[src/rtl/riscv_pkg.sv]
// Shared definitions for the memory arbiter: read-owner encoding and the
// default DM streak limit.
package riscv_pkg;

   typedef enum logic [1:0] {
      OwnerNone = 2'd0,
      OwnerIf   = 2'd1,
      OwnerDm   = 2'd2
   } owner_e;

   localparam int unsigned MAX_DM_STREAK_DEFAULT = 4;

endpackage

[src/rtl/mem_arbiter.sv]
// Two-port (instruction fetch / data) arbiter onto a single-ported memory with
// one-cycle read latency and a bounded DM streak so fetch cannot starve.
module mem_arbiter
   import riscv_pkg::*;
#(
   parameter int unsigned MAX_DM_STREAK = MAX_DM_STREAK_DEFAULT,
   parameter int unsigned ADDR_W        = 32
) (
   input  logic              clk,
   input  logic              reset,
   input  logic              if_req,
   input  logic [ADDR_W-1:0] if_addr,
   output logic              if_gnt,
   output logic              if_rvalid,
   output logic [31:0]       if_rdata,
   input  logic              dm_req,
   input  logic              dm_we,
   input  logic [ADDR_W-1:0] dm_addr,
   input  logic [31:0]       dm_wdata,
   input  logic [3:0]        dm_mask,
   output logic              dm_gnt,
   output logic              dm_rvalid,
   output logic [31:0]       dm_rdata,
   output logic              mem_cs,
   output logic              mem_we,
   output logic [ADDR_W-1:0] mem_addr,
   output logic [31:0]       mem_wdata,
   output logic [3:0]        mem_mask,
   input  logic [31:0]       mem_rdata
);

   localparam int unsigned            StreakW   = $clog2(MAX_DM_STREAK + 1);
   localparam logic [StreakW-1:0]     StreakMax = StreakW'(MAX_DM_STREAK);

   owner_e               owner_q, owner_d;
   logic [StreakW-1:0]   streak_q, streak_d;

   always_ff @(posedge clk or negedge reset) begin
      if (!reset) begin
         owner_q  <= OwnerNone;
         streak_q <= '0;
      end else begin
         owner_q  <= owner_d;
         streak_q <= streak_d;
      end
   end

   always_comb begin
      dm_gnt    = 1'b0;
      if_gnt    = 1'b0;
      owner_d   = OwnerNone;
      streak_d  = streak_q;
      mem_cs    = 1'b0;
      mem_we    = 1'b0;
      mem_addr  = '0;
      mem_wdata = '0;
      mem_mask  = 4'h0;

      // Grants are gated by reset so nothing reaches memory while held in reset.
      dm_gnt = reset & dm_req & (~if_req | (streak_q < StreakMax));
      if_gnt = reset & if_req & ~dm_gnt;

      if (!if_req || if_gnt) begin
         streak_d = '0;
      end else if (dm_gnt && (streak_q != StreakMax)) begin
         streak_d = streak_q + 1'b1;
      end

      if (if_gnt) begin
         owner_d  = OwnerIf;
         mem_cs   = 1'b1;
         mem_addr = if_addr;
         mem_mask = 4'hF;
      end else if (dm_gnt) begin
         owner_d   = dm_we ? OwnerNone : OwnerDm;
         mem_cs    = 1'b1;
         mem_we    = dm_we;
         mem_addr  = dm_addr;
         mem_wdata = dm_wdata;
         mem_mask  = dm_mask;
      end
   end

   always_comb begin
      if_rvalid = (owner_q == OwnerIf);
      dm_rvalid = (owner_q == OwnerDm);
      if_rdata  = if_rvalid ? mem_rdata : '0;
      dm_rdata  = dm_rvalid ? mem_rdata : '0;
   end

endmodule

[config.mk]
export PLATFORM = sky130hd
export DESIGN_NAME = mem_arbiter
export DESIGN_NICKNAME = d
export VERILOG_FILES = /design/src/rtl/riscv_pkg.sv /design/src/rtl/mem_arbiter.sv
export SDC_FILE = /design/constraint.sdc
export NUM_CORES = 1
export LEC_CHECK = 0
export CORE_AREA = 5 5 104 106
export CTS_BUF_LIST = sky130_fd_sc_hd__clkbuf_16
export DETAILED_ROUTE_END_ITERATION = 16
export DIE_AREA = 0 0 109 111
export REMOVE_ABC_BUFFERS = 1
export SYNTH_ARGS = -nofsm -noshare
export SYNTH_HDL_FRONTEND = slang
export SYNTH_SLANG_ARGS = --single-unit
[constraint.sdc]
create_clock -name clk -period 1.5 [get_ports clk]
set_clock_uncertainty 0.05 [all_clocks]
set_input_delay 0.15 -clock clk [delete_from_list [all_inputs] [get_ports clk]]
set_output_delay 0.15 -clock clk [all_outputs]
set_load 0.005 [all_outputs]
# --- Yosys cells after proc, flatten, opt, wreduce, memory -nomap -nowiden ---
# Cells that the tools add are included.
op_classes:
  add_sub_neg: 1
  n_lt_le_gt_ge: 1
  n_eq_ne: 3
  mux: 17
  bitwise_logic: 7
  n_reduce_logical: 4
op_table:
  columns: ["cell", "n"]
  rows:
  - ["$mux 32", 6]
  - ["$mux 4", 2]
  - ["$mux 2", 3]
  - ["$mux 3", 2]
  - ["$and 1x1->1", 4]
  - ["$mux 1", 4]
  - ["$add 3x1->3 const B", 1]
  - ["$lt 3x3->1 const B", 1]
  - ["$ne 3x3->1 const B", 1]
  - ["$eq 2x1->1 const B", 1]
  - ["$eq 2x2->1 const B", 1]
  - ["$not 1->1", 2]
  - ["$reduce_bool 2->1", 1]
  - ["$logic_and 1x1->1", 1]
  - ["$logic_not 1->1", 1]
  - ["$logic_or 1x1->1", 1]
  - ["$or 1x1->1", 1]
word_totals:
  reg_bits: 5
  input_bits: 137
  output_inout_bits: 138
  word_cells: 35

# --- Logic depth before layout (Yosys ltp) ---
# Gate-level depths: netlist of run 1.
logic_depth:
  word_depth: 7
  depth_mapped: 7
  depth_no_buf: 5

# --- Least setup slack after synthesis of run 1 ---
# OpenSTA, ideal clock, no wires.
synth_timing:
  path_kind: "register -> output"
  startpoint: "register streak_q[2]"
  endpoint: "output port mem_addr[10]"
  t_arrival_ns: 1.091
  required_ns: 1.300
  slack_ns: 0.209
  stages_incl_launch_ff: 5
  path_buffers: 1
  cell_sequence: "dfrtp_1 and2b_2 nor2_8 buf_4 a22o_1"
synth_via:
  elab_chain_cells: 6
  word_cells_on_any_way: 7
  cone_classes: "order compare (1); mux (2); bitwise (4)"
synth_rtl:
  columns: ["element", "line_no", "source"]
  rows:
  - ["start: declaration", "mem_arbiter.sv:36", "logic [StreakW-1:0] streak_q, streak_d;"]
  - ["start signal: assignment", "mem_arbiter.sv:44", "streak_q <= streak_d;"]
  - ["$lt 3x3->1 (*)", "mem_arbiter.sv:60", "dm_gnt = reset & dm_req & (~if_req | (streak_q < StreakMax));"]
  - ["$or 1x1->1 (*)", "mem_arbiter.sv:60", null]
  - ["$and 1x1->1 (*)", "mem_arbiter.sv:60", null]
  - ["$not 1->1", "mem_arbiter.sv:61", "if_gnt = reset & if_req & ~dm_gnt;"]
  - ["$and 1x1->1", "mem_arbiter.sv:61", null]
  - ["$mux 32 (*)", "mem_arbiter.sv:69", "if (if_gnt) begin"]
  - ["end: declaration", "mem_arbiter.sv:26", "output logic [ADDR_W-1:0] mem_addr,"]
# Mark *: on every way between the ends. The rest lies on a longest branch, timed or not.

# --- Worst setup path in the final report of run 1 ---
layout_timing:
  startpoint: "register streak_q[2]"
  endpoint: "output port mem_addr[3]"
# The elaborated chain is that of the path after synthesis.

==> results of run 1 <==
## report_power, final
group	leakage, nW	switching, mW	internal [mW]
clock network	0.0423	0.0896	0.345
registers	0.0682	0.00330	0.140
logic	2.05	0.309	0.717
total	2.16	0.401	1.20
## state kept, by name, summed over array words and instances, names as in the netlist
register,flops
streak_q,3
owner_q,2
## synth_stat cells
cell type | n | area share (%)
sky130_fd_sc_hd__clkbuf_1 | 7 | 2.0
sky130_fd_sc_hd__and2_1 | 97 | 45
sky130_fd_sc_hd__a21boi_0 | 1 | 0.56
sky130_fd_sc_hd__nand2_1 | 4 | 1.1
sky130_fd_sc_hd__inv_1 | 2 | 0.56
sky130_fd_sc_hd__o21ai_0 | 1 | 0.37
sky130_fd_sc_hd__and2b_2 | 1 | 0.66
sky130_fd_sc_hd__nand3b_1 | 2 | 1.1
sky130_fd_sc_hd__nor2_8 | 1 | 1.5
sky130_fd_sc_hd__buf_2 | 1 | 0.37
sky130_fd_sc_hd__dfrtp_1 | 5 | 9.4
sky130_fd_sc_hd__nand2b_1 | 1 | 0.47
sky130_fd_sc_hd__o31ai_1 | 2 | 1.1
sky130_fd_sc_hd__inv_2 | 1 | 0.28
sky130_fd_sc_hd__nor2_1 | 1 | 0.28
sky130_fd_sc_hd__nand3_2 | 1 | 0.75
sky130_fd_sc_hd__ha_1 | 2 | 1.9
sky130_fd_sc_hd__buf_4 | 3 | 1.7
sky130_fd_sc_hd__nand3_1 | 2 | 0.75
sky130_fd_sc_hd__o21a_1 | 5 | 2.8
sky130_fd_sc_hd__a22o_1 | 32 | 21
sky130_fd_sc_hd__nor2b_1 | 2 | 0.94
sky130_fd_sc_hd__buf_6 | 6 | 5.1
## cells in the final DEF (no fill, tap or decap)
cell                                n
sky130_fd_sc_hd__buf_4              6
sky130_fd_sc_hd__nand3b_1           2
sky130_fd_sc_hd__buf_12            10
sky130_fd_sc_hd__clkdlybuf4s50_1  168
sky130_fd_sc_hd__a21boi_0           1
sky130_fd_sc_hd__clkdlybuf4s15_1   12
sky130_fd_sc_hd__nor2_1             1
sky130_fd_sc_hd__clkinv_4           1
sky130_fd_sc_hd__buf_6             50
sky130_fd_sc_hd__clkbuf_16          6
sky130_fd_sc_hd__nor2_8             1
sky130_fd_sc_hd__buf_16             2
sky130_fd_sc_hd__buf_2             34
sky130_fd_sc_hd__clkdlybuf4s15_2    8
sky130_fd_sc_hd__nor2b_2            2
sky130_fd_sc_hd__o21a_1             5
sky130_fd_sc_hd__and2_4            33
sky130_fd_sc_hd__o31ai_1            2
sky130_fd_sc_hd__and2b_2            1
sky130_fd_sc_hd__inv_1              3
sky130_fd_sc_hd__a22o_1            32
sky130_fd_sc_hd__dlygate4sd2_1     15
sky130_fd_sc_hd__nand2b_1           1
sky130_fd_sc_hd__ha_1               2
sky130_fd_sc_hd__nand3_2            1
sky130_fd_sc_hd__nand2_2            1
sky130_fd_sc_hd__and2_1            64
sky130_fd_sc_hd__nand3_1            2
sky130_fd_sc_hd__dfrtp_1            5
sky130_fd_sc_hd__o21ai_0            1
sky130_fd_sc_hd__buf_8              3
sky130_fd_sc_hd__nand2_1            3
## cell type report
class / instances / area [sq um]
clock inverter: 1 / 3.75
sequential: 5 / 125
clock buffer: 3 / 75.1
inverter: 3 / 16.3
fill: 965 / 4950
tap: 133 / 166
multi-input combinational: 155 / 1170
timing repair buffer: 311 / 3180
## how the worst max path moves through the flow
| stage | start | endpoint | slack, ns | depth (start not counted) |
|---|---|---|---|---|
| 2_1_floorplan | owner_q[0] | dm_rdata[0] | -0.06 | 2 |
| 3_3_place_gp | dm_req | mem_addr[30] | -0.62 | 6 |
| 3_5_place_dp | dm_req | mem_addr[19] | -0.64 | 6 |
| 4_1_cts | owner_q[0] | if_rdata[4] | -0.32 | 4 |
| 5_1_grt | owner_q[0] | if_rdata[4] | -0.37 | 4 |
| 6_report | streak_q[2] | mem_addr[3] | -0.29 | 6 |
## through the flow
stage	instance area, sq um	cells	TNS, ns
global route	4730	611	-29.70
floorplan	1210	163	-3.85
CTS	4490	609	-24.81
detailed placement	4280	582	-45.11
finish	4730	611	-21.56
global placement	4280	582	-43.58
## repair_timing
item,CTS,global route
gates resized for setup,361,97
buffers inserted,19,6
endpoints found under the hold margin,0,0
setup endpoints to repair,138,137
gates cloned,4,4
pin swaps,44,33
## per-layer routing
layer	vias to the layer above	part of all wire (%)	GRT usage (%)
met5	-	0.065	0
met4	2	3.6	7.24
met3	24	14	7.63
met2	199	53	30.5
met1	1066	29	13.2
li1	1199	-	-
## worst reg2reg max path: cells and delay by family (launching register included)
| kind | cells | cell delay (ns) |
|---|---|---|
| AOI/OAI and AO/OA | 2 | 0.44 |
| DFF | 1 | 0.38 |
| adders and majority gates | 1 | 0.19 |
| and+or+nand+nor | 1 | 0.15 |
| buffers and inverters | 1 | 0.07 |
## kinds of logic (layout without fill, tap and decap cells)
family                   count (synthesis)  count (layout)  synth area share, %
AND/OR/NAND/NOR                        112             112                 53.0
AO/OA/AOI/OAI                           41              41                 25.8
buffers and inverters                   20             318                 9.92
flip-flops                               5               5                 9.36
adder cells (fa/ha/maj)                  2               2                 1.87
==> results by stage, run 1 <==
CTS:
- CTS built an H-tree with a depth of 1.
- The total clock buffers created by CTS is 3.
- Clock tree synthesis found a total of 5 sinks.
- The later pin in the worst-skew pair is clocked with a latency of 0.23 ns.
- The tree is rooted in a sky130_fd_sc_hd__clkbuf_16.
- The TritonCTS clock tree is done.
- Hold repair after CTS inserted 0 buffers.
- The maximum count of clock buffers along a single path is 2.
- After clock tree synthesis, the clock-pin slew on the worst setup and hold paths is 0.03 ns.

Timing:
- The tightest slew margin relative to the limit is 84.0%.
- The final count of hold timing violations was 0.
- The maximum clock frequency is 558 MHz.
- Setup repair after global routing could not meet its margin everywhere.
- The final period demand of the worst path is 1.79 ns.
- Across all setup checks in the final design, the least slack found is -0.292 ns.
- The total count of max-transition violations in the final report is 0.
- The number of setup violations in the final report is 116.
- At the pin with the least slew margin, the transition time is 0.239 ns.
- The minimum hold slack is 0.0271 ns.
- The fraction of the cycle the final worst path needs is 119%.

Global routing:
- The number of antenna violations at the first check in global routing is 1.
- The pin count of the biggest net entering global routing is 34.
- The number of global-route vias before repair is 2673.
- The sum of overflow across all layers after global routing is 0.
- Global routing used 15.9% of the available tracks.
- The first global-routing pass estimated 14800 um of wire.

Worst setup path:
- On the worst path, the slowest cell contributes a delay of 0.39 ns.
- The number of buffers and inverters on the critical path is 3.
- STA puts the critical path data required time at 1.30 ns.
- The worst flop-to-flop path startpoint is streak_q[0].
- The largest fanout on the critical path is 5.
- The setup slack of the most critical reg-to-reg path is 0.11 ns.
- The slowest stage of the critical path belongs to the cell sky130_fd_sc_hd__dfrtp_1.
- STA classifies the critical path startpoint as a flip-flop.
- The number of cells on the worst reg-to-reg path is 5.
- The arrival time at the worst endpoint is 1.59 ns.
- Traced cell by cell, the critical path runs through and2b_2 > nor2_8 > buf_12 > buf_16 > a22o_1 > buf_2.
- The endpoint identified for the worst register-to-register timing path is streak_q[0].
- The worst setup path is captured at an output port.
- On the critical path the largest part of the delay comes from buffers and inverters.
- The path type of the worst setup path is reg2out.

Drt:
- For this run, design rule violations remaining after detail routing come to 0.
- The final route contains 2490 vias.
- The detailed-router iteration count before antenna repair is 6.
- The average wire length per cell after detail routing is 17.5 um.
- Once detail routing completed, the nets flagged for antenna violations numbered 0.
- The number of DRC violations after detailed-routing iteration 0 is 80.
- After detailed routing, the number of vias per cell comes to 4.08.
- The final layout contains routed wiring with a total length of 10700 um.

Finish:
- For this run, the share of the core covered by cells in the final layout is 48.9%.
- The share of cells above drive strength 1 is 33.3%.
- The number of nets at the end of the flow is 618.
- The post-synthesis to final-layout area growth is 254%.
- 0 antenna diodes ended up in the layout.

Synthesis:
- For this run, the number of Yosys warnings is 0.
- The share of synthesized area occupied by flip-flops and latches is 9.36%.
- The cell area after technology mapping is 1340 sq um.
- Averaged over all synthesized cells, the footprint is 7.42 sq um.
- The number of synthesized register bits is 5.
- The netlist uses 23 different library cells.
- The gate count after technology mapping is 180.

Flow run:
- The max-cap violation count is 0.

Die:
- In this run the vertical extent of the chip is 111 um.
- The die covers 12100 sq um.
- The initial utilization of the core area, before any placement, comes to 13.8%.
- The total I/O pin count is 275.
- The floorplan step set the die width to 109 um.
- The total core area is 9680 sq um.
- Row generation in the floorplan step produced 36 rows.

Power and ir drop:
- The total power draw is 1.60 mW.
- The standby leakage power is 2.16 nW.
- In this run the power density over the cells is 339 nW/um^2.
- The largest voltage drop on the vdd net is 0.000182 V.

Placed design:
- Before CTS, the worst setup slack after placement is -0.637 ns.
- At the end of routability-driven placement, the weighted congestion stood at 0.828.
- The wire-length estimate of the detail-placed layout is 8720 um.
- In this run the tool buffered the top-level ports with 274 buffer cells.

Status:
- The flow ran to the end, but the final reports show violations.
- The checks that failed: setup timing.

Hold path:
- The kind of path behind the tightest hold check is in2async.
Power figures use the tool's default switching activity.
==> run 2, diff against run 1 <==
Settings changed: CTS_BUF_LIST sky130_fd_sc_hd__clkbuf_16 to sky130_fd_sc_hd__clkbuf_2 sky130_fd_sc_hd__clkbuf_4 sky130_fd_sc_hd__clkbuf_8.
==> run 2 against run 1 <==
Net effect:
- the run still ends with setup timing left
- first-iteration DRC count rose by 16%
- via count fell by 0.16%
- utilization fell by 0.14 points
- total power fell by 10%
- die area did not move
- critical endpoint is now if_rdata[4]
- highest routed layer unchanged
==> results by stage, run 2 (synthesized netlist as in run 1, its figures left out) <==
CTS:
- Clock tree synthesis inserted a total of 3 buffers.
- The clock root buffer master is sky130_fd_sc_hd__clkbuf_8.
- The clock latency on the worst-skew pair is 0.22 ns.
- Clock-pin slew was measured on the worst setup and hold paths at 0.04 ns.
- The number of sinks driven by the clock tree is 5.
- In this run, post-CTS hold repair placed 0 buffers.
- The H-tree depth is 1.
- No sink is reached through more buffers than the 2 on the longest clock path.
- The TritonCTS clock tree is done.

Finish:
- The number of standard cells in the layout, taps in and fillers out is 611.
- The number of fill cells in the layout is 974.
- Leaving out fill and tap cells, the most frequent cell in the layout is sky130_fd_sc_hd__clkdlybuf4s50_1.
- The post-synthesis to final-layout area growth is 253%.
- The number of flip-flops in the largest register is 3.
- In the layout the commonest cells are 168 x sky130_fd_sc_hd__clkdlybuf4s50_1, 64 x sky130_fd_sc_hd__and2_1, 50 x sky130_fd_sc_hd__buf_6.
- In the final layout, the share of cells above drive strength 1 is 32.0%.
- The antenna diode count is 0.
- The number of nets at the end of the flow is 618.
- The final standard cell area without fillers is 4720 sq um.
- The multi-input logic area is 1170 sq um.
- The largest registers in the layout are streak_q: 3 flops, owner_q: 2 flops.
- The storage element area is 125 sq um.
- The register with the most flip-flops is streak_q.

Timing:
- In this run the tightest slew margin relative to its limit is 84.9%.
- The number of setup violations in the final report is 117.
- On the final layout, the worst hold slack is 0.0368 ns.
- For the pin with the worst max-slew slack, the measured transition is 0.224 ns.
- Setup repair after global routing could not meet its margin everywhere.
- The final worst setup slack is -0.280 ns.
- Of the available clock period, the critical path in the final layout requires 119%.
- The final count of hold timing violations is 0.
- The routed design could run at a clock period as short as 1.78 ns.
- The final setup TNS is -20.60 ns.
- The maximum clock frequency is 562 MHz.
- The total count of max-transition violations in the final report is 0.

Power and ir drop:
- The largest voltage drop on the vdd net is 0.000152 V.
- In this run the power density over the cells is 305 nW/um^2.
- The standby leakage power is 2.16 nW.

Drt:
- The number of nets with antenna violations after detailed routing is 0.
- The average wire length per cell after detail routing is 17.4 um.
- Before antenna repair, the detailed router went through 4 iterations.
- The detailed router placed 2486 vias in this run.
- After the first detailed-routing iteration, the DRC count stood at 93.
- The post-detailed-routing wire length is 10600 um.
- In the routed design, unresolved DRC markers number 0.
- The detailed-route vias per instance is 4.07.

Hold path:
- In this run the worst hold path is classified as in2async.

Worst setup path:
- Along the worst path, the maximum fanout reaches 33.
- The setup slack of the most critical reg-to-reg path is 0.17 ns.
- The kind of end point of the critical path is an output port.
- The path type of the worst setup path is reg2out.
- The capture point of the worst reg-to-reg path is streak_q[0].
- The most critical setup path has its startpoint at owner_q[0].
- The number of cells on the worst reg-to-reg path is 5.
- The arrival time at the worst endpoint is 1.58 ns.
- The worst flop-to-flop path startpoint is streak_q[0].
- The critical path startpoint category is a flip-flop.
- The required arrival time at the worst endpoint is 1.30 ns.

Global routing:
- The sum of overflow across all layers after global routing is 0.
- The number of antenna violations at the first check in global routing is 1.
- The number of global-route vias before repair is 2640.
- For this run, the total global-route usage over all layers was measured as 15.6%.
- The first global-routing pass estimated 14700 um of wire.
- Entering global routing, the biggest net connects 34 pins.

Die:
- Pin placement for this block handled 275 I/O pins.
- The floorplan has 36 rows.
- In this run the standard cell core region covers 9680 sq um.
- The width of the chip is 109 um.
- The die is 111 um tall.
- The initial core utilization is 13.8%.
- The floorplan step defined a die boundary enclosing 12100 sq um.

Placed design:
- In this run the tool buffered the top-level ports with 274 buffer cells.
- Summing all placed instances gives a cell area of 4280 sq um.
- Summed over all nets, the half-perimeter wirelength after detailed placement is 8720 um.
- The placed cell count is 582.
- Routability-driven placement finished with a final weighted congestion of 0.828.

Flow run:
- The max-cap violation count is 0.

Status:
- The final reports fail on setup timing.
- The flow ran to the end, but the final reports show violations.
run 2: power by group:
| group | internal [mW] | switching (mW) |
|---|---|---|
| logic | 0.721 | 0.309 |
| clock network | 0.200 | 0.0650 |
| registers | 0.140 | 0.00321 |
| total | 1.06 | 0.377 |
run 2: what timing repair did:
action	CTS	global route
gates resized for setup	368	82
setup endpoints to repair	138	137
endpoints found under the hold margin	0	0
buffers inserted	18	5
gates cloned	4	5
pin swaps	42	37
run 2: worst max path at each step:
stage	endpoint	cells after the start
2_1_floorplan	dm_rdata[0]	2
3_3_place_gp	mem_addr[30]	6
3_5_place_dp	mem_addr[19]	6
4_1_cts	if_rdata[4]	4
5_1_grt	if_rdata[4]	4
6_report	if_rdata[4]	4
run 2: layout make-up:
| cell class | instances | share of cell area, % |
|---|---|---|
| clock buffer | 4 | 1.03 |
| multi-input combinational | 155 | 24.8 |
| sequential | 5 | 2.65 |
| inverter | 3 | 0.345 |
| timing repair buffer | 311 | 67.7 |
| tap | 133 | 3.53 |
run 2: per-stage QoR:
step / utilization (%) / power, mW / setup WS [ns]
finish: 48.7 / 1.44 / -0.280
global placement: 44.2 / 1.07 / -0.617
CTS: 45.5 / 1.36 / -0.305
detailed placement: 44.2 / 1.08 / -0.637
global route: 48.7 / 1.53 / -0.358
floorplan: - / 0.331 / -0.0602
run 2: per-layer routing:
layer  up-vias  wire [um]  track usage (%)
li1       1202          -                -
met1      1054       3150             13.4
met2       200       5470             30.3
met3        28       1530             7.16
met4         2        441             5.81
met5         -          7                0
run 2: critical path: stages (launching register included):
cell                              delay, ns
sky130_fd_sc_hd__dfrtp_1               0.34
sky130_fd_sc_hd__nor2b_2               0.19
sky130_fd_sc_hd__buf_12                0.17
sky130_fd_sc_hd__and2_1                0.13
sky130_fd_sc_hd__clkdlybuf4s50_1       0.52
